## src/rtl/dmem_arbiter_pkg.sv

```systemverilog
// Shared constants and types for the two-port data-memory arbiter.
// Word/address widths match the DataMemory instance behind it.
package dmem_arbiter_pkg;

   localparam int WORD_SIZE      = 32;
   localparam int DMEM_ADDRW     = 10;
   localparam int DMEM_MAX_BURST = 8;

   typedef enum logic [1:0] {
      ARB_ST_ARB   = 2'd0,
      ARB_ST_LOCK0 = 2'd1,
      ARB_ST_LOCK1 = 2'd2
   } arb_st_t;

endpackage

```

## src/rtl/dmem_arbiter_if.sv

```systemverilog
// Requester-side and memory-side signals of the data-memory arbiter.
// slave: the arbiter; master: requesters plus the DataMemory.
interface dmem_arbiter_if;
   import dmem_arbiter_pkg::*;

   logic                  req0_valid;
   logic                  req0_ready;
   logic                  req0_we;
   logic [DMEM_ADDRW-1:0] req0_addr;
   logic [WORD_SIZE-1:0]  req0_wdata;
   logic                  req0_lock;
   logic                  rsp0_valid;
   logic [WORD_SIZE-1:0]  rsp0_rdata;

   logic                  req1_valid;
   logic                  req1_ready;
   logic                  req1_we;
   logic [DMEM_ADDRW-1:0] req1_addr;
   logic [WORD_SIZE-1:0]  req1_wdata;
   logic                  req1_lock;
   logic                  rsp1_valid;
   logic [WORD_SIZE-1:0]  rsp1_rdata;

   logic                  mem_wen;
   logic [DMEM_ADDRW-1:0] mem_waddr;
   logic [WORD_SIZE-1:0]  mem_wdata;
   logic [DMEM_ADDRW-1:0] mem_raddr;
   logic [WORD_SIZE-1:0]  mem_rdata;

   modport slave (
      input  req0_valid, req0_we, req0_addr, req0_wdata, req0_lock,
      input  req1_valid, req1_we, req1_addr, req1_wdata, req1_lock,
      output req0_ready, rsp0_valid, rsp0_rdata,
      output req1_ready, rsp1_valid, rsp1_rdata,
      output mem_wen, mem_waddr, mem_wdata, mem_raddr,
      input  mem_rdata
   );

   modport master (
      output req0_valid, req0_we, req0_addr, req0_wdata, req0_lock,
      output req1_valid, req1_we, req1_addr, req1_wdata, req1_lock,
      input  req0_ready, rsp0_valid, rsp0_rdata,
      input  req1_ready, rsp1_valid, rsp1_rdata,
      input  mem_wen, mem_waddr, mem_wdata, mem_raddr,
      output mem_rdata
   );

endinterface

```

## src/rtl/dmem_arbiter_arb_rr2.sv

```systemverilog
// Two-way round-robin grant: masked requests, ptr breaks ties.
// Output is one-hot or zero.
module arb_rr2 (
   input  logic [1:0] req,
   input  logic       ptr,
   input  logic [1:0] mask,
   output logic [1:0] gnt
);

   logic [1:0] eligible;

   assign eligible = req & mask;

   always_comb begin
      gnt = 2'b00;
      unique case (eligible)
         2'b01:   gnt = 2'b01;
         2'b10:   gnt = 2'b10;
         2'b11:   gnt = ptr ? 2'b10 : 2'b01;
         default: gnt = 2'b00;
      endcase
   end

endmodule

```

## src/rtl/dmem_arbiter.sv

```systemverilog
// Round-robin arbiter with burst locking in front of DataMemory;
// steers the 1-cycle registered read data back to the issuing port.
module dmem_arbiter
   import dmem_arbiter_pkg::*;
#(
   parameter int MAX_BURST = DMEM_MAX_BURST,
   parameter int RR_INIT   = 0
) (
   input  logic           clk,
   input  logic           rst,
   dmem_arbiter_if.slave  bus
);

   localparam int            CW   = $clog2(MAX_BURST + 1);
   localparam logic [CW-1:0] LAST = CW'(MAX_BURST - 1);
   localparam bit            LOCK_OK = (MAX_BURST > 1);

   arb_st_t       state, state_n;
   logic          rr_ptr, rr_ptr_n;
   logic [CW-1:0] beat_cnt, beat_cnt_n;
   logic [1:0]    rsp_v, rsp_v_n;

   logic [1:0]            req, mask, gnt, grant;
   logic                  beat, g1, lock_g, we_g;
   logic [DMEM_ADDRW-1:0] addr_g;
   logic [WORD_SIZE-1:0]  wdata_g;

   assign req = {bus.req1_valid, bus.req0_valid};

   always_comb begin
      mask = 2'b11;
      unique case (state)
         ARB_ST_LOCK0: mask = 2'b01;
         ARB_ST_LOCK1: mask = 2'b10;
         default:      mask = 2'b11;
      endcase
   end

   arb_rr2 u_rr (
      .req  (req),
      .ptr  (rr_ptr),
      .mask (mask),
      .gnt  (gnt)
   );

   // Nothing is granted while reset is held
   assign grant   = rst ? 2'b00 : gnt;
   assign beat    = |grant;
   assign g1      = grant[1];
   assign lock_g  = g1 ? bus.req1_lock  : bus.req0_lock;
   assign we_g    = g1 ? bus.req1_we    : bus.req0_we;
   assign addr_g  = g1 ? bus.req1_addr  : bus.req0_addr;
   assign wdata_g = g1 ? bus.req1_wdata : bus.req0_wdata;

   assign bus.req0_ready = grant[0];
   assign bus.req1_ready = grant[1];
   assign bus.mem_wen    = beat & we_g;
   assign bus.mem_waddr  = beat ? addr_g : '0;
   assign bus.mem_wdata  = beat ? wdata_g : '0;
   assign bus.mem_raddr  = (beat & ~we_g) ? addr_g : '0;
   assign bus.rsp0_valid = rsp_v[0] & ~rst;
   assign bus.rsp1_valid = rsp_v[1] & ~rst;
   assign bus.rsp0_rdata = bus.mem_rdata;
   assign bus.rsp1_rdata = bus.mem_rdata;

   always_comb begin
      state_n    = state;
      rr_ptr_n   = rr_ptr;
      beat_cnt_n = beat_cnt;
      rsp_v_n    = grant & {~we_g, ~we_g};
      unique case (state)
         ARB_ST_ARB: begin
            if (beat) begin
               if (lock_g && LOCK_OK) begin
                  state_n    = g1 ? ARB_ST_LOCK1 : ARB_ST_LOCK0;
                  beat_cnt_n = CW'(1);
               end else begin
                  rr_ptr_n = ~g1;
               end
            end
         end
         default: begin
            if (!beat) begin
               state_n    = ARB_ST_ARB;
               rr_ptr_n   = (state == ARB_ST_LOCK0);
               beat_cnt_n = '0;
            end else if (lock_g && beat_cnt < LAST) begin
               beat_cnt_n = beat_cnt + CW'(1);
            end else begin
               state_n    = ARB_ST_ARB;
               rr_ptr_n   = ~g1;
               beat_cnt_n = '0;
            end
         end
      endcase
   end

   always_ff @(posedge clk) begin
      if (rst) begin
         state    <= ARB_ST_ARB;
         rr_ptr   <= 1'(RR_INIT);
         beat_cnt <= '0;
         rsp_v    <= 2'b00;
      end else begin
         state    <= state_n;
         rr_ptr   <= rr_ptr_n;
         beat_cnt <= beat_cnt_n;
         rsp_v    <= rsp_v_n;
      end
   end

endmodule
```

## src/flat_wrapper.sv

```systemverilog
// flat-port wrapper written by rule: the top's interface ports become plain ports
module dmem_arbiter_flat import dmem_arbiter_pkg::*;
#(
   parameter int MAX_BURST = DMEM_MAX_BURST,
   parameter int RR_INIT   = 0
)
  (clk, rst, bus_req0_valid, bus_req0_we, bus_req0_addr, bus_req0_wdata, bus_req0_lock, bus_req1_valid, bus_req1_we, bus_req1_addr, bus_req1_wdata, bus_req1_lock, bus_req0_ready, bus_rsp0_valid, bus_rsp0_rdata, bus_req1_ready, bus_rsp1_valid, bus_rsp1_rdata, bus_mem_wen, bus_mem_waddr, bus_mem_wdata, bus_mem_raddr, bus_mem_rdata);
  dmem_arbiter_if bus_i ();
  input  logic clk;
  input  logic rst;
  input wire logic [$bits(bus_i.req0_valid)-1:0] bus_req0_valid;
  input wire logic [$bits(bus_i.req0_we)-1:0] bus_req0_we;
  input wire logic [$bits(bus_i.req0_addr)-1:0] bus_req0_addr;
  input wire logic [$bits(bus_i.req0_wdata)-1:0] bus_req0_wdata;
  input wire logic [$bits(bus_i.req0_lock)-1:0] bus_req0_lock;
  input wire logic [$bits(bus_i.req1_valid)-1:0] bus_req1_valid;
  input wire logic [$bits(bus_i.req1_we)-1:0] bus_req1_we;
  input wire logic [$bits(bus_i.req1_addr)-1:0] bus_req1_addr;
  input wire logic [$bits(bus_i.req1_wdata)-1:0] bus_req1_wdata;
  input wire logic [$bits(bus_i.req1_lock)-1:0] bus_req1_lock;
  output wire logic [$bits(bus_i.req0_ready)-1:0] bus_req0_ready;
  output wire logic [$bits(bus_i.rsp0_valid)-1:0] bus_rsp0_valid;
  output wire logic [$bits(bus_i.rsp0_rdata)-1:0] bus_rsp0_rdata;
  output wire logic [$bits(bus_i.req1_ready)-1:0] bus_req1_ready;
  output wire logic [$bits(bus_i.rsp1_valid)-1:0] bus_rsp1_valid;
  output wire logic [$bits(bus_i.rsp1_rdata)-1:0] bus_rsp1_rdata;
  output wire logic [$bits(bus_i.mem_wen)-1:0] bus_mem_wen;
  output wire logic [$bits(bus_i.mem_waddr)-1:0] bus_mem_waddr;
  output wire logic [$bits(bus_i.mem_wdata)-1:0] bus_mem_wdata;
  output wire logic [$bits(bus_i.mem_raddr)-1:0] bus_mem_raddr;
  input wire logic [$bits(bus_i.mem_rdata)-1:0] bus_mem_rdata;
  assign bus_i.req0_valid = bus_req0_valid;
  assign bus_i.req0_we = bus_req0_we;
  assign bus_i.req0_addr = bus_req0_addr;
  assign bus_i.req0_wdata = bus_req0_wdata;
  assign bus_i.req0_lock = bus_req0_lock;
  assign bus_i.req1_valid = bus_req1_valid;
  assign bus_i.req1_we = bus_req1_we;
  assign bus_i.req1_addr = bus_req1_addr;
  assign bus_i.req1_wdata = bus_req1_wdata;
  assign bus_i.req1_lock = bus_req1_lock;
  assign bus_req0_ready = bus_i.req0_ready;
  assign bus_rsp0_valid = bus_i.rsp0_valid;
  assign bus_rsp0_rdata = bus_i.rsp0_rdata;
  assign bus_req1_ready = bus_i.req1_ready;
  assign bus_rsp1_valid = bus_i.rsp1_valid;
  assign bus_rsp1_rdata = bus_i.rsp1_rdata;
  assign bus_mem_wen = bus_i.mem_wen;
  assign bus_mem_waddr = bus_i.mem_waddr;
  assign bus_mem_wdata = bus_i.mem_wdata;
  assign bus_mem_raddr = bus_i.mem_raddr;
  assign bus_i.mem_rdata = bus_mem_rdata;
  dmem_arbiter #(.MAX_BURST(MAX_BURST), .RR_INIT(RR_INIT)) u_core (.clk(clk), .rst(rst), .bus(bus_i));
endmodule
```

## config.mk

```make
export PLATFORM = sky130hd
export DESIGN_NAME = dmem_arbiter_flat
export DESIGN_NICKNAME = d
export VERILOG_FILES = /design/src/rtl/dmem_arbiter_pkg.sv /design/src/rtl/dmem_arbiter_if.sv /design/src/rtl/dmem_arbiter_arb_rr2.sv /design/src/rtl/dmem_arbiter.sv /design/src/flat_wrapper.sv
export SDC_FILE = /design/constraint.sdc
export NUM_CORES = 1
export LEC_CHECK = 0
export CORE_AREA = 3 3 94 96
export DETAILED_ROUTE_END_ITERATION = 8
export DIE_AREA = 0 0 97 99
export PLACE_DENSITY = 0.82
export SKIP_LAST_GASP = 1
export SLEW_MARGIN = 20
export SYNTH_ARGS = -nofsm -noshare
export SYNTH_HDL_FRONTEND = slang
export SYNTH_SLANG_ARGS = --single-unit
```

## constraint.sdc

```tcl
create_clock -name clk -period 2 [get_ports clk]
set_clock_uncertainty 0.15 [all_clocks]
set_input_delay 0.2 -clock clk [delete_from_list [all_inputs] [get_ports clk]]
set_output_delay 0.2 -clock clk [all_outputs]
set_load 0.02 [all_outputs]
```

==> flow_summary.yaml <==
floorplanning:
  die-area_mm2: 0.00960
  die_x_um: 97
  ioPinCount: 245
  die_y_um: 99
  core_mm2: 0.00813
  start_util: 0.190
  rows: 33
synth:
  seq_area_frac_synth: 0.117
  syn_area_mm2: 0.00155
  synth_commonest_cells: "buf_4 (67), a22o_1 (42), nor2b_1 (14)"
  ys_ff_latch: 9
  synth_top_cell_by_area: "buf_4"
  yosysMostFrequentCell: "buf_4"
  yosysTopAreaCellShare: 0.326
  ys.flop_type: "dfxtp_1"
  synth-xor-area-share: 0
  ys_types: 39
  muxShareOfSynthArea: 0.0138
  synth_simple_gate_area_frac: 0.160
  synthCells: 192
  yosys-top-cells-area: "buf_4 (33%), a22o_1 (24%), dfxtp_1 (12%)"
  synth_edf_count: 0
  synthArstFlopShare: 0
  synth_warnings: 0
  syn-num-nets: 317
  synth_adder_area_share: 0.00810
  synth_compound_area_frac: 0.339
  avgSynthCellArea_um2: 8.05
  synth_top_family_by_area: "buffers and inverters"
cts:
  cts_tree: "built"
  cts_inserted_buffers: 3
  clock-sinks: 9
  clockBufferDepth: 2
  path_clk_slew_ps: 50
  clk_latency_ps: 240
  clockRootBuffer: "clkbuf_8"
  htreeDepth: 1
worst_setup_path:
  required_ps: 1650
  cp_max_fo: 6
  cp-end-kind: "output pin"
  path_class: "flop to output pin"
  r2r_setup_slack_ps: 80
  arrival_ps: 1830
  cp-start-kind: "flop"
finish:
  final_area_mm2: 0.00302
  antenna_cells: 0
  syn_to_final_growth_pct: 95.5
  final_nets: 431
  drive_gt1_frac: 0.370
global_routing:
  grt_pass1_wl_um: 10500
  grt_antenna_before_repair: 0
  grt_max_degree: 28
  gr-total-overflow: 0
  grt_pass1_vias: 1975
  track_usage: 0.134
route:
  num_vias: 1850
  drtIter0Drc: 100
  first_pass_iters: 4
  route.antenna.remaining_nets: 0
  remaining_drc_errors: 0
  wl_per_cell_um: 17.8
  viasPerCell: 4.51
  wl_um: 7310
sta:
  period_share: 1.09
  setup_viol: 51
  rsz0062_at_grt: "yes"
  hold_violations: 0
  tightestPinTransition_ps: 394
  hold_slack_ps: 250
  slew_viol_final: 0
  fmax_mhz: 459
  layout_setup_ws_ps: -177
  relSlewSlack: 0.736
  fin_crit_ps: 2180
place:
  place.gp.congestion: 0.839
  hpwl_um: 5590
  place_ws_ps: -684
  portBuffers: 148
  postPlaceCellArea_mm2: 0.00282
power:
  peakVddDrop_mv: 0.202
  p_leak_nw: 1.28
  powerDensity_mw_per_mm2: 429
flow_run:
  cap_violations: 0
min_path:
  hold_path.class: "input pin to output pin"
status:
  status: "complete, but fails checks"
  violations: "setup timing"
[cell type report]
cell class                      instances  area, µm²
Fill cell                             796       5110
Timing Repair Buffer                  183       1760
Multi-Input combinational cell        106        878
Sequential cell                         9        186
Tap cell                              105        131
Clock buffer                            4       45.0
Inverter                                3       16.3
[layout by cell type (no fill, tap or decap), types with 2 or more instances in the layout]
master and instances:
a21oi_1 6, a221o_1 2, a22o_1 42, and3_1 2, buf_12 2, buf_2 17
buf_4 37, buf_6 7, clkbuf_8 3, clkdlybuf4s15_2 24, clkdlybuf4s50_1 90, dfxtp_1 6
dfxtp_2 2, dlygate4sd2_1 3, inv_1 2, mux2_4 2, nand2_1 2, nand2b_4 2
nand3_1 2, nand4_1 2, nor2_1 6, nor2b_1 10, nor2b_4 5, o2111ai_1 2
o22ai_1 2
[cell families after synthesis]
group	Yosys count
buffers and inverters	78
AOI/OAI and AO/OA	62
and+or+nand+nor	40
DFF	9
adders and majority gates	1
muxes	2
[worst paths after layout]
| check | startpoint | endpoint | cells after the start |
|---|---|---|---|
| hold reg to reg | u_core.beat_cnt[3]$_SDFFE_PP0P_ | u_core.beat_cnt[3]$_SDFFE_PP0P_ | 2 |
| setup / recovery | u_core.state[0]$_SDFFE_PP0P_ | bus_mem_wen | 7 |
| setup reg to reg | u_core.state[0]$_SDFFE_PP0P_ | u_core.rr_ptr$_SDFFE_PP0P_ | 7 |
| hold / removal | bus_mem_rdata[26] | bus_rsp0_rdata[26] | 0 |
[power breakdown]
group,leakage [nW],switching [W],internal [W]
Clock,0.0228,0.0000779,0.000139
Sequential,0.0748,0.0000124,0.000193
Combinational,1.19,0.000378,0.000496
Total,1.28,0.000468,0.000829
[per-stage QoR]
| step | TNS, ps | power [W] | utilization | instances |
|---|---|---|---|---|
| floorplan | -86.3 | 0.000748 | - | 192 |
| global placement | -33200 | 0.00103 | 0.347 | 395 |
| detailed placement | -33480 | 0.00104 | 0.347 | 395 |
| CTS | -6170 | 0.00127 | 0.363 | 406 |
| global route | -9230 | 0.00136 | 0.371 | 410 |
| finish | -5600 | 0.00130 | 0.371 | 410 |
[routing by layer]
metal,vias to the layer above,part of all wire,track usage
met5,-,0,0
li1,866,-,-
met1,863,0.37,0.153
met3,22,0.071,0.0234
met4,0,0.017,0.0389
met2,99,0.54,0.253
[what timing repair did]
action	CTS	global route
hold buffers	0	0
buffers inserted	5	3
resized for setup	231	14
gates cloned	2	1
pin swaps	2	0
endpoints found under the setup margin	57	50
[sequential cells by signal, summed over array words and instances (netlist names)]
| signal | cells |
|---|---|
| u_core.state | 2 |
| u_core.beat_cnt | 4 |
| u_core.rsp_v | 2 |
| u_core.rr_ptr | 1 |
[worst max-delay path: stages, from the launching register on]
cell and delay (ps):
dfxtp_2 330, nor2b_4 130, o21a_4 200, nor2_4 170, mux2_4 390, buf_6 130
o21a_1 100, buf_6 130
Note: power is estimated with default switching activity, not from simulation.
